### src/rtl/vending_change_dispenser.sv
// Coin-return sequencer: pays a balance out greedily, largest coin first, over a
// req/ack hopper handshake, tracking per-coin stock and reporting any shortfall.
module vending_change_dispenser #(
    parameter int kNumCoins   = 3,
    parameter int kTotalBits  = 31,
    parameter int kCoinVal0   = 100,
    parameter int kCoinVal1   = 500,
    parameter int kCoinVal2   = 1000,
    parameter int kStockBits  = 8,
    parameter int kInitStock  = 4,
    parameter int kAckTimeout = 16
) (
    input  logic                            clk,
    input  logic                            reset_n,
    input  logic                            i_start,
    input  logic [kTotalBits-1:0]           i_amount,
    input  logic                            i_hopper_ack,
    input  logic                            i_refill_valid,
    input  logic [1:0]                      i_refill_idx,
    input  logic [kStockBits-1:0]           i_refill_count,
    output logic [kNumCoins-1:0]            o_return_coin,
    output logic                            o_busy,
    output logic                            o_done,
    output logic                            o_short,
    output logic                            o_fault,
    output logic [kTotalBits-1:0]           o_remaining,
    output logic [kNumCoins*kStockBits-1:0] o_stock
);

    localparam int kTimerBits = $clog2(kAckTimeout) + 1;
    localparam logic [kStockBits:0] kStockMax = (kStockBits+1)'((1 << kStockBits) - 1);

    typedef enum logic [1:0] {IDLE, SELECT, WAIT_ACK, DONE} state_t;

    state_t                 state_q, state_d;
    logic [kTotalBits-1:0]  remaining_q, remaining_d;
    logic [kNumCoins-1:0]   coin_q, coin_d;
    logic [1:0]             coinIdx_q, coinIdx_d;
    logic [kTimerBits-1:0]  timer_q, timer_d;
    logic                   short_q, short_d;
    logic                   fault_q, fault_d;
    logic [kStockBits-1:0]  stock_q [kNumCoins];
    logic [kStockBits-1:0]  stock_d [kNumCoins];
    logic                   pickFound;
    logic [1:0]             pickIdx;
    logic                   ackTaken;
    logic [kStockBits:0]    stockSum;

    function automatic logic [kTotalBits-1:0] coinValue(input int idx);
        case (idx)
            0:       return kTotalBits'(kCoinVal0);
            1:       return kTotalBits'(kCoinVal1);
            2:       return kTotalBits'(kCoinVal2);
            default: return '0;
        endcase
    endfunction

    // Later (larger) coins overwrite earlier matches, so the highest eligible index wins.
    always_comb begin
        pickFound = 1'b0;
        pickIdx   = '0;
        for (int i = 0; i < kNumCoins; i++) begin
            if (stock_q[i] != '0 && coinValue(i) <= remaining_q) begin
                pickFound = 1'b1;
                pickIdx   = 2'(i);
            end
        end
    end

    always_comb begin
        state_d     = state_q;
        remaining_d = remaining_q;
        coin_d      = coin_q;
        coinIdx_d   = coinIdx_q;
        timer_d     = timer_q;
        short_d     = short_q;
        fault_d     = fault_q;
        ackTaken    = 1'b0;
        case (state_q)
            IDLE: begin
                if (i_start && !fault_q) begin
                    state_d     = SELECT;
                    remaining_d = i_amount;
                    short_d     = 1'b0;
                end
            end
            SELECT: begin
                if (pickFound) begin
                    coin_d    = kNumCoins'(1) << pickIdx;
                    coinIdx_d = pickIdx;
                    timer_d   = '0;
                    state_d   = WAIT_ACK;
                end else begin
                    short_d = (remaining_q != '0);
                    state_d = DONE;
                end
            end
            WAIT_ACK: begin
                if (i_hopper_ack) begin
                    ackTaken    = 1'b1;
                    coin_d      = '0;
                    remaining_d = remaining_q - coinValue(int'(coinIdx_q));
                    state_d     = SELECT;
                end else if (timer_q == kTimerBits'(kAckTimeout - 1)) begin
                    fault_d = 1'b1;
                    coin_d  = '0;
                    short_d = 1'b1;
                    state_d = DONE;
                end else begin
                    timer_d = timer_q + 1'b1;
                end
            end
            DONE:    state_d = IDLE;
            default: state_d = IDLE;
        endcase
    end

    // Refill and ack-decrement combine before saturating, so both land in one cycle.
    always_comb begin
        stockSum = '0;
        for (int i = 0; i < kNumCoins; i++) begin
            stockSum = {1'b0, stock_q[i]};
            if (i_refill_valid && i_refill_idx == 2'(i))
                stockSum = stockSum + {1'b0, i_refill_count};
            if (ackTaken && coinIdx_q == 2'(i))
                stockSum = stockSum - (kStockBits+1)'(1);
            stock_d[i] = (stockSum > kStockMax) ? {kStockBits{1'b1}} : stockSum[kStockBits-1:0];
        end
    end

    always_ff @(posedge clk or negedge reset_n) begin
        if (!reset_n) begin
            state_q     <= IDLE;
            remaining_q <= '0;
            coin_q      <= '0;
            coinIdx_q   <= '0;
            timer_q     <= '0;
            short_q     <= 1'b0;
            fault_q     <= 1'b0;
            for (int i = 0; i < kNumCoins; i++) stock_q[i] <= kStockBits'(kInitStock);
        end else begin
            state_q     <= state_d;
            remaining_q <= remaining_d;
            coin_q      <= coin_d;
            coinIdx_q   <= coinIdx_d;
            timer_q     <= timer_d;
            short_q     <= short_d;
            fault_q     <= fault_d;
            for (int i = 0; i < kNumCoins; i++) stock_q[i] <= stock_d[i];
        end
    end

    for (genvar g = 0; g < kNumCoins; g++) begin : gStock
        assign o_stock[g*kStockBits +: kStockBits] = stock_q[g];
    end

    assign o_return_coin = coin_q;
    assign o_busy        = (state_q != IDLE);
    assign o_done        = (state_q == DONE);
    assign o_short       = short_q;
    assign o_fault       = fault_q;
    assign o_remaining   = remaining_q;

endmodule

### config.mk
export PLATFORM = sky130hd
export DESIGN_NAME = vending_change_dispenser
export DESIGN_NICKNAME = d
export VERILOG_FILES = /design/src/rtl/vending_change_dispenser.sv
export SDC_FILE = /design/constraint.sdc
export NUM_CORES = 1
export LEC_CHECK = 0
export ABC_AREA = 1
export BUFFER_PORTS_ARGS = -buffer_cell sky130_fd_sc_hd__clkbuf_2
export CAP_MARGIN = 15
export CORE_MARGIN = 2
export CORE_UTILIZATION = 35
export CTS_CLUSTER_DIAMETER = 100
export DETAILED_ROUTE_END_ITERATION = 6
export PLACE_DENSITY = 0.64
export REMOVE_ABC_BUFFERS = 1
export SYNTH_ARGS = -nofsm -noshare
export SYNTH_HDL_FRONTEND = slang
export SYNTH_SLANG_ARGS = --single-unit
### constraint.sdc
create_clock -name clk -period 6.5 [get_ports clk]
set_clock_uncertainty 0.05 [all_clocks]
set_input_delay 0 -clock clk [delete_from_list [all_inputs] [get_ports clk]]
set_output_delay 0 -clock clk [all_outputs]
set_load 0.03 [all_outputs]
==> impl_results.md <==
- Status: finished clean
- Reg-to-reg slack, setup: roughly 3.0 ns
- Nets: 1202
- Final period utilization: roughly 54%
- Min Tclk post-route: roughly 3.5 ns
- Worst slew pin tran: between 1 and 1.5 ns
- Area of the multi-input gates: 4140 µm²
- Reg clk slew, reported paths: approximately 0.060 ns
- Clk_lat worst skew: approximately 0.35 ns
- Die Y: approximately 140 µm
- Achievable frequency: about 290 MHz
- R2r startpoint: state_q[0]
- Vias/cell: a little under 5
- Max clock buf depth: 2
- CTS Buf Count: 9
- Worst hold path cell count: 4
- Row count: 49
- Yosys warnings: 0
- Diode count: 0
- Final core occ: approximately 43%
- Setup TNS Final: 0 ns
- DR iter-0 viols: roughly 300
- Pwr per Cell Area: between 400 and 500 nW/µm²
- CP Class: flip-flop to flip-flop
- DR pass1 iterations: 5
- Input/output buffers: between 100 and 150
- Worst relative slew slack: roughly 33%
- GP Congestion: 0.902
- Critical Path AT: 3.71 ns
- Final Slew Violations: 0
- R2r worst-path depth: 8
- Setup violators final: 0
- Netlist cell types: 48
- Synthesized area: 6440 µm²
- CTS tree: built
- WL per Instance: 13.5 µm
- Die width: between 100 and 150 µm
- Core Area: between 15000 and 20000 µm²
- Total grt overflow: 0
- Largest net degree at the start of global routing: 70
- Reg area: 1730 µm²
- Max Cap Viol: 0
- HP Class: primary input to flip-flop
- Commonest non-fill, non-tap cell in the layout: nand2_1
- RSZ-0062 raised after global routing: no
- Area Overhead vs Synth: 21.2%
- Yosys reg bits: just under 70
- Most frequent cells in the layout: nand2_1, inv_1, clkbuf_2, nor2_1, nand3_1
- Ys async rst share: 100%
- Vias in the first global route: between 5000 and 6000
- Dpl hpwl: between 10000 and 15000 µm
- Crit. Startpoint: state_q[0]
- IO Pins: ~110
- Main synth FF type: dfrtp_1
- CTS HTree Levels: 3
- Peak supply drop: 0.325 mV
- Root buffer cell: clkbuf_16
- Syn avg cell area: between 6 and 7 µm²
- Total Wirelength: about 18000 µm
- Critical Path RT: about 6.7 ns
- DRC errors left: 0
- Seq/Total Area, Yosys: 26.9%
- Antenna violations before repair: 0
- Gr usage total: between 10% and 20%
- Post-synth EDFFs: 0
- CTS resizes: 0
- Die footprint: around 20000 µm²
- Fillcell total: ~1900
- Leakage dissipation: roughly 4 nW
- Initial Utilization: between 30% and 40%
- Routed Antenna Nets: 0
- Final Hold Fails: 0
- Via count: ~6500
- Reg-to-reg endpoint: o_remaining[18]
- Worst Setup EP: o_remaining[18]
- Layout cells sized above 1: about 17%
- CP Max Fanout: 53
- Worst Setup End Kind: flip-flop
- First-pass GRT wire length: roughly 30000 µm
- Syn Inst Count: 972
- Worst Setup Start Kind: flip-flop
- # clock sinks: approximately 70
## synth_stat cells (2+ instances only)
cell,instances,share of area (%)
o21ai_2,10,1.4
or2_1,5,0.49
inv_1,113,6.6
inv_2,13,0.76
nor2_4,3,0.52
nor2_1,105,6.1
fa_1,4,1.2
o22ai_1,8,0.78
o21ai_1,19,1.5
nand2_2,8,0.78
nor4_1,4,0.39
nand2_1,275,16
ha_1,46,8.9
o211ai_1,7,0.82
nand4_1,21,2.0
o31a_1,2,0.27
o21a_1,3,0.35
nand3_2,6,0.93
nand3b_4,2,0.62
buf_2,3,0.23
mux2_2,3,0.52
dfstp_2,3,1.2
nand3_1,75,5.8
or2_2,2,0.19
nand3b_1,3,0.35
and3_1,2,0.19
a21o_1,2,0.23
clkbuf_1,11,0.64
a21oi_1,44,3.4
o21ai_0,45,3.5
dfrtp_1,66,26
a31oi_1,2,0.19
nand3_4,3,0.82
xnor2_1,7,0.95
nor2_2,9,0.87
nor3_1,10,0.78
buf_4,2,0.23
o21bai_1,2,0.23
xor2_1,15,2.0
## layout make-up
class,count,share of cell area (%)
repair buffers,140,11.1
flip-flops and latches,69,22.2
clock buffers,11,3.11
multi-input cells,758,53.1
clock inverters,4,0.625
well taps,229,3.67
inverters,128,6.24
## per-layer routing
layer / GRT usage [%] / wire (µm)
met1: 24.8 / 8260
met4: 3.68 / 169
met2: 31.5 / 8560
met5: 0 / 0
met3: 4.16 / 1070
## flip-flops by register name, summed over array words and instances, names as in the netlist
name           flops
timer_q            5
o_return_coin      3
o_stock           24
o_remaining       31
state_q            2
o_short            1
coinIdx_q          2
o_fault            1
## where the power goes
part	total, W	switching, W	internal [W]
registers	0.000881	0.000254	0.000627
logic	0.00245	0.00166	0.000783
clock network	0.000498	0.000194	0.000305
total	0.00383	0.00211	0.00171
## cell families (layout without fill, tap and decap cells)
group / Yosys count / after routing / share of synthesized area [%]
compound gates: 147 / 147 / 13.0
xor+xnor: 22 / 22 / 2.99
fa+ha+maj: 50 / 50 / 10.2
buf+inv: 145 / 283 / 8.98
flops: 69 / 69 / 26.9
mux: 3 / 3 / 0.525
simple gates: 536 / 536 / 37.4
## metrics by stage
step / hold WS, ns / setup WS, ns / instance area [µm²] / total power (W) / instances
2_1_floorplan: -0.346 / 3.15 / 6350 / 0.00265 / 955
3_3_place_gp: 0.139 / 3.08 / 7180 / 0.00328 / 1291
3_5_place_dp: 0.145 / 2.99 / 7180 / 0.00331 / 1291
4_1_cts: 0.0484 / 2.97 / 7800 / 0.00385 / 1339
5_1_grt: 0.0801 / 2.61 / 7800 / 0.00420 / 1339
6_report: 0.0487 / 3.01 / 7800 / 0.00383 / 1339
## repair_timing
item,4_1_cts,5_1_grt
hold buffers,33,0
setup buffers,0,0
hold endpoints to repair,98,0
## critical path, cell delays in order, from the launching register on
cell and delay, ns:
dfrtp_1 0.42, inv_1 0.13, ha_2 0.82, inv_2 0.39, a21oi_4 0.89, inv_2 0.34
nor2_1 0.20, nand2_1 0.07, o21ai_1 0.07
## how the worst min path moves through the flow
stage / slack [ns] / end / from
floorplan: -0.35 / coinIdx_q[0] / reset_n
CTS: 0.05 / state_q[1] / i_start
finish: 0.05 / state_q[1] / i_start
detailed placement: 0.15 / o_stock[14] / reset_n
global route: 0.08 / state_q[1] / i_start
global placement: 0.14 / o_stock[14] / reset_n
Power figures use the tool's default switching activity.
